### config.mk
export PLATFORM = sky130hd
export DESIGN_NAME = urv_trap_ctrl
export DESIGN_NICKNAME = d
export VERILOG_FILES = /design/src/rtl/urv_trap_ctrl.sv
export SDC_FILE = /design/constraint.sdc
export NUM_CORES = 1
export LEC_CHECK = 0
export ABC_AREA = 1
export CAP_MARGIN = 20
export CORE_MARGIN = 10
export CORE_UTILIZATION = 37
export DETAILED_ROUTE_END_ITERATION = 7
export GPL_ROUTABILITY_DRIVEN = 0
export PLACE_DENSITY = 0.87
export SLEW_MARGIN = 20
export SYNTH_ARGS = -nofsm -noshare
export SYNTH_HDL_FRONTEND = slang
export SYNTH_SLANG_ARGS = --single-unit
### constraint.sdc
create_clock -name clk_i -period 2.4 [get_ports clk_i]
set_input_delay 0.48 -clock clk_i [delete_from_list [all_inputs] [get_ports clk_i]]
set_output_delay 0.48 -clock clk_i [all_outputs]
set_load 0.05 [all_outputs]
### src/rtl/urv_trap_ctrl.sv
// ============================================================================
// urv_trap_ctrl
// ----------------------------------------------------------------------------
// Machine-mode trap controller for the uRV core. Owns mstatus, mie, mip,
// mepc and mcause. Decides when a synchronous exception or an interrupt is
// taken, sequences trap entry and MRET exit with the execute stage, and
// applies CSR writes coming back from the CSR read/modify/write unit.
//
// Optional feature (macro URV_TRAP_TIMER_EN):
//   Adds a 32-bit down-counter (mtimer, custom CSR 0x7C0) that raises a
//   sticky MTIP when it counts 1 -> 0. Writing the CSR reloads the counter
//   and clears MTIP. The current count is exported on csr_mtimer_o, which
//   only exists when the macro is defined. Without the macro there is no
//   counter, MTIP reads 0 and writes to 0x7C0 are ignored.
//
// Parameters:
//   IRQ_SYNC_STAGES      flops on irq_i before it reaches mip.MEIP (1..3)
//
// Ports:
//   clk_i                clock
//   rst_i                synchronous reset, active-high
//   x_stall_i            execute stage stalled (nothing commits)
//   x_kill_i             execute instruction squashed (nothing commits)
//   x_is_csr_i           CSR instruction in execute
//   x_csr_sel_i          CSR address of that instruction
//   x_csr_write_value_i  new CSR value produced by the CSR unit
//   x_exception_i        synchronous exception in execute
//   x_exception_cause_i  exception code
//   x_pc_i               PC of the execute instruction
//   x_is_mret_i          MRET in execute
//   irq_i                external interrupt (level, asynchronous)
//   x_trap_o             redirect to the trap vector this cycle
//   x_mret_o             redirect to mepc this cycle
//   csr_mstatus_o        mstatus read value (MIE[3], MPIE[7])
//   csr_mip_o            mip read value (MTIP[7], MEIP[11])
//   csr_mie_o            mie read value (MTIE[7], MEIE[11])
//   csr_mepc_o           mepc read value ([1:0] read 0)
//   csr_mcause_o         mcause read value ([31] interrupt, [3:0] code)
//   csr_mtimer_o         mtimer count (URV_TRAP_TIMER_EN only)
// ============================================================================
module urv_trap_ctrl #(
    parameter int IRQ_SYNC_STAGES = 2
) (
    input  logic        clk_i,
    input  logic        rst_i,

    input  logic        x_stall_i,
    input  logic        x_kill_i,
    input  logic        x_is_csr_i,
    input  logic [11:0] x_csr_sel_i,
    input  logic [31:0] x_csr_write_value_i,
    input  logic        x_exception_i,
    input  logic [3:0]  x_exception_cause_i,
    input  logic [31:0] x_pc_i,
    input  logic        x_is_mret_i,

    input  logic        irq_i,

    output logic        x_trap_o,
    output logic        x_mret_o,

    output logic [31:0] csr_mstatus_o,
    output logic [31:0] csr_mip_o,
    output logic [31:0] csr_mie_o,
    output logic [31:0] csr_mepc_o,
    output logic [31:0] csr_mcause_o
`ifdef URV_TRAP_TIMER_EN
    ,
    output logic [31:0] csr_mtimer_o
`endif
);

    localparam logic [11:0] CSR_MSTATUS = 12'h300;
    localparam logic [11:0] CSR_MIE     = 12'h304;
    localparam logic [11:0] CSR_MEPC    = 12'h341;
    localparam logic [11:0] CSR_MCAUSE  = 12'h342;

    localparam logic [3:0]  IRQ_CODE_EXT   = 4'd11;
    localparam logic [3:0]  IRQ_CODE_TIMER = 4'd7;

    // TRAP and MRET each last exactly one cycle: the redirect cycle.
    typedef enum logic [1:0] {
        ST_IDLE = 2'd0,
        ST_TRAP = 2'd1,
        ST_MRET = 2'd2
    } state_e;

    state_e state_q, state_d;

    // Architectural state, kept as the implemented bit fields only.
    logic        mstatus_mie_q,  mstatus_mie_d;
    logic        mstatus_mpie_q, mstatus_mpie_d;
    logic        mie_mtie_q,     mie_mtie_d;
    logic        mie_meie_q,     mie_meie_d;
    logic [31:2] mepc_q,         mepc_d;
    logic        mcause_irq_q,   mcause_irq_d;
    logic [3:0]  mcause_code_q,  mcause_code_d;

    logic [IRQ_SYNC_STAGES-1:0] irq_sync_q, irq_sync_d;

    logic mip_meip;
    logic mip_mtip;

    logic commit;
    logic in_idle;
    logic ext_pend;
    logic tmr_pend;
    logic irq_pend;
    logic take_exc;
    logic take_irq;
    logic take_trap;
    logic take_mret;
    logic csr_wr;

    // mepc is word aligned, so the low PC bits are never stored.
    logic unused_pc_bits;
    assign unused_pc_bits = ^x_pc_i[1:0];

    // ------------------------------------------------------------------
    // Event decode
    // ------------------------------------------------------------------
    assign commit   = !x_stall_i && !x_kill_i;
    assign in_idle  = (state_q == ST_IDLE);

    assign mip_meip = irq_sync_q[IRQ_SYNC_STAGES-1];
    assign ext_pend = mip_meip && mie_meie_q;
    assign tmr_pend = mip_mtip && mie_mtie_q;
    assign irq_pend = mstatus_mie_q && (ext_pend || tmr_pend);

    // Only an IDLE commit cycle may act. During the one-cycle redirect the
    // instruction in execute is being flushed, so it must not start a new
    // trap, retire an MRET or write a CSR.
    assign take_exc  = in_idle && commit && x_exception_i;
    assign take_irq  = in_idle && commit && !x_exception_i && irq_pend;
    assign take_trap = take_exc || take_irq;
    assign take_mret = in_idle && commit && !take_trap && x_is_mret_i;
    assign csr_wr    = in_idle && commit && !take_trap && !take_mret && x_is_csr_i;

    // ------------------------------------------------------------------
    // FSM: next state
    // ------------------------------------------------------------------
    always_comb begin
        state_d = ST_IDLE;
        unique case (state_q)
            ST_IDLE: begin
                if (take_trap) begin
                    state_d = ST_TRAP;
                end else if (take_mret) begin
                    state_d = ST_MRET;
                end else begin
                    state_d = ST_IDLE;
                end
            end
            ST_TRAP: state_d = ST_IDLE;
            ST_MRET: state_d = ST_IDLE;
            default: state_d = ST_IDLE;
        endcase
    end

    always_ff @(posedge clk_i) begin
        if (rst_i) begin
            state_q <= ST_IDLE;
        end else begin
            state_q <= state_d;
        end
    end

    // Redirects are gated by reset so a reset landing on the redirect cycle
    // suppresses it immediately instead of one cycle later.
    assign x_trap_o = (state_q == ST_TRAP) && !rst_i;
    assign x_mret_o = (state_q == ST_MRET) && !rst_i;

    // ------------------------------------------------------------------
    // CSR next state: trap > MRET > CSR write
    // ------------------------------------------------------------------
    always_comb begin
        mstatus_mie_d  = mstatus_mie_q;
        mstatus_mpie_d = mstatus_mpie_q;
        mie_mtie_d     = mie_mtie_q;
        mie_meie_d     = mie_meie_q;
        mepc_d         = mepc_q;
        mcause_irq_d   = mcause_irq_q;
        mcause_code_d  = mcause_code_q;

        if (take_trap) begin
            mepc_d         = x_pc_i[31:2];
            mstatus_mpie_d = mstatus_mie_q;
            mstatus_mie_d  = 1'b0;
            if (take_exc) begin
                mcause_irq_d  = 1'b0;
                mcause_code_d = x_exception_cause_i;
            end else begin
                mcause_irq_d  = 1'b1;
                mcause_code_d = ext_pend ? IRQ_CODE_EXT : IRQ_CODE_TIMER;
            end
        end else if (take_mret) begin
            mstatus_mie_d  = mstatus_mpie_q;
            mstatus_mpie_d = 1'b1;
        end else if (csr_wr) begin
            // mip is read-only and unknown addresses are ignored; the timer
            // CSR is handled in its own block below.
            case (x_csr_sel_i)
                CSR_MSTATUS: begin
                    mstatus_mie_d  = x_csr_write_value_i[3];
                    mstatus_mpie_d = x_csr_write_value_i[7];
                end
                CSR_MIE: begin
                    mie_mtie_d = x_csr_write_value_i[7];
                    mie_meie_d = x_csr_write_value_i[11];
                end
                CSR_MEPC: begin
                    mepc_d = x_csr_write_value_i[31:2];
                end
                CSR_MCAUSE: begin
                    mcause_irq_d  = x_csr_write_value_i[31];
                    mcause_code_d = x_csr_write_value_i[3:0];
                end
                default: ;
            endcase
        end
    end

    always_ff @(posedge clk_i) begin
        if (rst_i) begin
            mstatus_mie_q  <= 1'b0;
            mstatus_mpie_q <= 1'b0;
            mie_mtie_q     <= 1'b0;
            mie_meie_q     <= 1'b0;
            mepc_q         <= '0;
            mcause_irq_q   <= 1'b0;
            mcause_code_q  <= '0;
        end else begin
            mstatus_mie_q  <= mstatus_mie_d;
            mstatus_mpie_q <= mstatus_mpie_d;
            mie_mtie_q     <= mie_mtie_d;
            mie_meie_q     <= mie_meie_d;
            mepc_q         <= mepc_d;
            mcause_irq_q   <= mcause_irq_d;
            mcause_code_q  <= mcause_code_d;
        end
    end

    // ------------------------------------------------------------------
    // External interrupt synchroniser; the last stage is MEIP itself, so
    // MEIP follows the source level and is never cleared by software.
    // ------------------------------------------------------------------
    always_comb begin
        irq_sync_d    = irq_sync_q;
        irq_sync_d[0] = irq_i;
        for (int i = 1; i < IRQ_SYNC_STAGES; i++) begin
            irq_sync_d[i] = irq_sync_q[i-1];
        end
    end

    always_ff @(posedge clk_i) begin
        if (rst_i) begin
            irq_sync_q <= '0;
        end else begin
            irq_sync_q <= irq_sync_d;
        end
    end

    // ------------------------------------------------------------------
    // Optional machine timer
    // ------------------------------------------------------------------
`ifdef URV_TRAP_TIMER_EN
    localparam logic [11:0] CSR_MTIMER = 12'h7C0;

    logic [31:0] mtimer_q, mtimer_d;
    logic        mtip_q,   mtip_d;

    // Free-running: the counter keeps decrementing through stalls. MTIP is
    // sticky once the count reaches zero and only a write clears it; a
    // write of 0 leaves the counter idle without raising MTIP.
    always_comb begin
        mtimer_d = mtimer_q;
        mtip_d   = mtip_q;
        if (csr_wr && (x_csr_sel_i == CSR_MTIMER)) begin
            mtimer_d = x_csr_write_value_i;
            mtip_d   = 1'b0;
        end else if (mtimer_q != 32'd0) begin
            mtimer_d = mtimer_q - 32'd1;
            if (mtimer_q == 32'd1) begin
                mtip_d = 1'b1;
            end
        end
    end

    always_ff @(posedge clk_i) begin
        if (rst_i) begin
            mtimer_q <= '0;
            mtip_q   <= 1'b0;
        end else begin
            mtimer_q <= mtimer_d;
            mtip_q   <= mtip_d;
        end
    end

    assign mip_mtip     = mtip_q;
    assign csr_mtimer_o = mtimer_q;
`else
    assign mip_mtip = 1'b0;
`endif

    // ------------------------------------------------------------------
    // CSR read values
    // ------------------------------------------------------------------
    assign csr_mstatus_o = {24'd0, mstatus_mpie_q, 3'd0, mstatus_mie_q, 3'd0};
    assign csr_mie_o     = {20'd0, mie_meie_q, 3'd0, mie_mtie_q, 7'd0};
    assign csr_mip_o     = {20'd0, mip_meip, 3'd0, mip_mtip, 7'd0};
    assign csr_mepc_o    = {mepc_q, 2'b00};
    assign csr_mcause_o  = {mcause_irq_q, 27'd0, mcause_code_q};

endmodule

==> results.cfg <==
[grt]
grt.overflow.total = 0
grt_first_pass_wirelength_mm = 14.2
grt.total_usage_pct = 13.4
grt_max_degree = 38
grt_antenna_before_repair = 0
grt_pass1_vias = 2892

[cts]
cts_resized = 0
cts.reportedPaths.clkPinSlew_ns = 0.08
ctsHoldBuffers = 0
clockRootBuffer = sky130_fd_sc_hd__clkbuf_8
tritoncts = built
worst_skew_pair.late_latency_ns = 0.29
clock-sinks = 43
cts_buffer_depth = 2
postCtsSetupRepairBufs = 0
cts_max_level = 2
cts_buffer_count = 5

[synthesis]
synth.yosys.warnings = 0
synth_top_cell_area_share_pct = 29.2
synth_cells = 495
netlist-cell-type-count = 24
synth-seq-area-share_pct = 26.2
post_synth.cell_area_avg_um2 = 6.65
post_synth_main_area_contributors = sky130_fd_sc_hd__buf_4 29%, sky130_fd_sc_hd__dfxtp_1 26%, sky130_fd_sc_hd__nand2_1 14%
synth_area_um2 = 3290
synth.ff_latch_count = 43
synth.largest_area_cell = sky130_fd_sc_hd__buf_4

[finish]
fillerInstances = 879
nNetsFinal = 701
antenna-diode-count = 0
layout.cells.most_common = sky130_fd_sc_hd__clkdlybuf4s50_1
leading_cell_types_in_the_layout_fill_and_taps_excluded = 125 x sky130_fd_sc_hd__clkdlybuf4s50_1, 123 x sky130_fd_sc_hd__nand2_1, 120 x sky130_fd_sc_hd__conb_1, 65 x sky130_fd_sc_hd__nor2_1, 43 x sky130_fd_sc_hd__dfxtp_1
final_core_utilization_pct = 48.8
fraction_of_final_layout_cells_with_drive_strength_greater_than_1_pct = 5.05
syn2layout_area_growth_pct = 28.8
layout.cell_area.non_filler_um2 = 4240

[worst_setup_path]
critPathLaunchType = flop
critPathMaxStageDelay_ns = 0.84
worst-endpoint-arrival_ns = 1.53
cpMaxStageDelayCell = sky130_fd_sc_hd__clkdlybuf4s50_1
worst-endpoint-required_ns = 1.92
crit_type = reg -> out
launch_point_of_the_worst_path = mstatus_mie_q
r2r-start = mstatus_mie_q
cp_max_fo = 4
crit_chain = clkdlybuf4s50_1
worstSetupEndpointType = output port
critPathTopFamily = buffers and inverters
cp.buffers_inverters = 1

[floorplanning]
core.rowCount = 34
fp.dieArea_um2 = 13100
core-area_um2 = 8680
num_io_pins = 250
chipHeight_um = 114
initial_utilization_pct = 37.9
die_width_um = 114

[detailed_routing]
route.vias.total = 2926
drcViolationCount = 0
routed_wirelength_mm = 9.67
drt-initial-drc-count = 100
final_antenna_net_count = 0
route.detailed.vias_per_inst = 4.05
wire_per_inst_um = 13.4
detailedRoute.firstPassIterationCount = 4

[sta]
hold_violations = 0
fmax_ghz = 0.498
rsz_0062_raised_after_global_routing = false
final.hold.worst_slack_ns = 0.414
fin_crit_share_pct = 83.7
timing_max_transition_violations_final = 0
final_count_of_negative_setup_slack_endpoints = 0
total_negative_slack_ns = 0
tightest_slew_ns = 0.550
clock_skew_ns = 0.00535
max-slew-margin-rel_pct = 63.2
final.min_clock_period_ns = 2.01

[outcome]
run_status = completed

[pwr]
max-vdd-ir-drop_v = 0.000263
power.leakage_uw = 0.00202
pwr_density_cell_nw_per_um2 = 469

[min_path]
min-delay-start = irq_sync_q[0]
hp-class = reg -> reg

[placement]
post_dp_area_um2 = 4160
io_buffer_count = 127
post-dp-hpwl_mm = 8.18

[flow_run]
timing.max_cap.violations = 0
-- worst paths after layout --
| path | end | slack [ns] | depth (start not counted) |
|---|---|---|---|
| setup / recovery | csr_mstatus_o[3] | 0.39 | 1 |
| setup reg to reg | mepc_q[15] | 0.85 | 7 |
| hold reg to reg | irq_sync_q[1] | 0.41 | 2 |
| hold / removal | irq_sync_q[1] | 0.41 | 2 |
-- state kept, by name, summed over array words and instances, names as in the netlist, 2 cells and up --
| name | count |
|---|---|
| state_q | 2 |
| mcause_code_q | 4 |
| mepc_q | 30 |
| irq_sync_q | 2 |
-- area by class of cell --
cell class	instances	area (um^2)	share of cell area [%]
timing repair buffer	137	1380	32.5
sequential	43	861	20.3
clock inverter	1	5.00	0.118
clock buffer	7	76.3	1.80
tap	108	135	3.19
multi-input combinational	399	1680	39.6
inverter	27	106	2.51
-- metal layers --
| layer | track usage, % | routed length [um] | up-vias |
|---|---|---|---|
| li1 | - | - | 1513 |
| met1 | 13.7 | 3600 | 1275 |
| met2 | 25.4 | 5070 | 136 |
| met3 | 4.77 | 963 | 2 |
| met4 | 2.76 | 36 | 0 |
| met5 | 0 | 0 | - |
-- report_power, final --
group / internal, uW / switching [uW]
clock network: 205 / 239
logic: 202 / 606
registers: 727 / 7.79
total: 1130 / 852
-- through the flow --
step | power (uW) | setup slack [ns] | std cells
5_1_grt | 2090 | 0.326 | 722
4_1_cts | 2000 | 0.373 | 722
3_3_place_gp | 1550 | 0.189 | 714
2_1_floorplan | 1500 | 0.343 | 614
6_report | 1990 | 0.392 | 722
3_5_place_dp | 1550 | 0.203 | 714
-- cell usage after synthesis (all sizes together) --
master / n
conb: 1
nand3: 8
o21ai: 36
nand4: 1
clkbuf: 2
inv: 26
clkinv: 1
nand2: 129
nor2: 68
o31ai: 1
buf: 143
nor3: 3
nand3b: 1
a21oi: 32
dfxtp: 43
-- cells by family (layout without fill, tap and decap cells) --
kind of cell | Yosys count | count (layout) | synth area share, %
other | 1 | 120 | 0.114
AND/OR/NAND/NOR | 210 | 210 | 26.0
AO/OA/AOI/OAI | 69 | 69 | 11.3
flip-flops | 43 | 43 | 26.2
buffers and inverters | 172 | 172 | 36.5
Note: power is estimated with default switching activity, not from simulation.
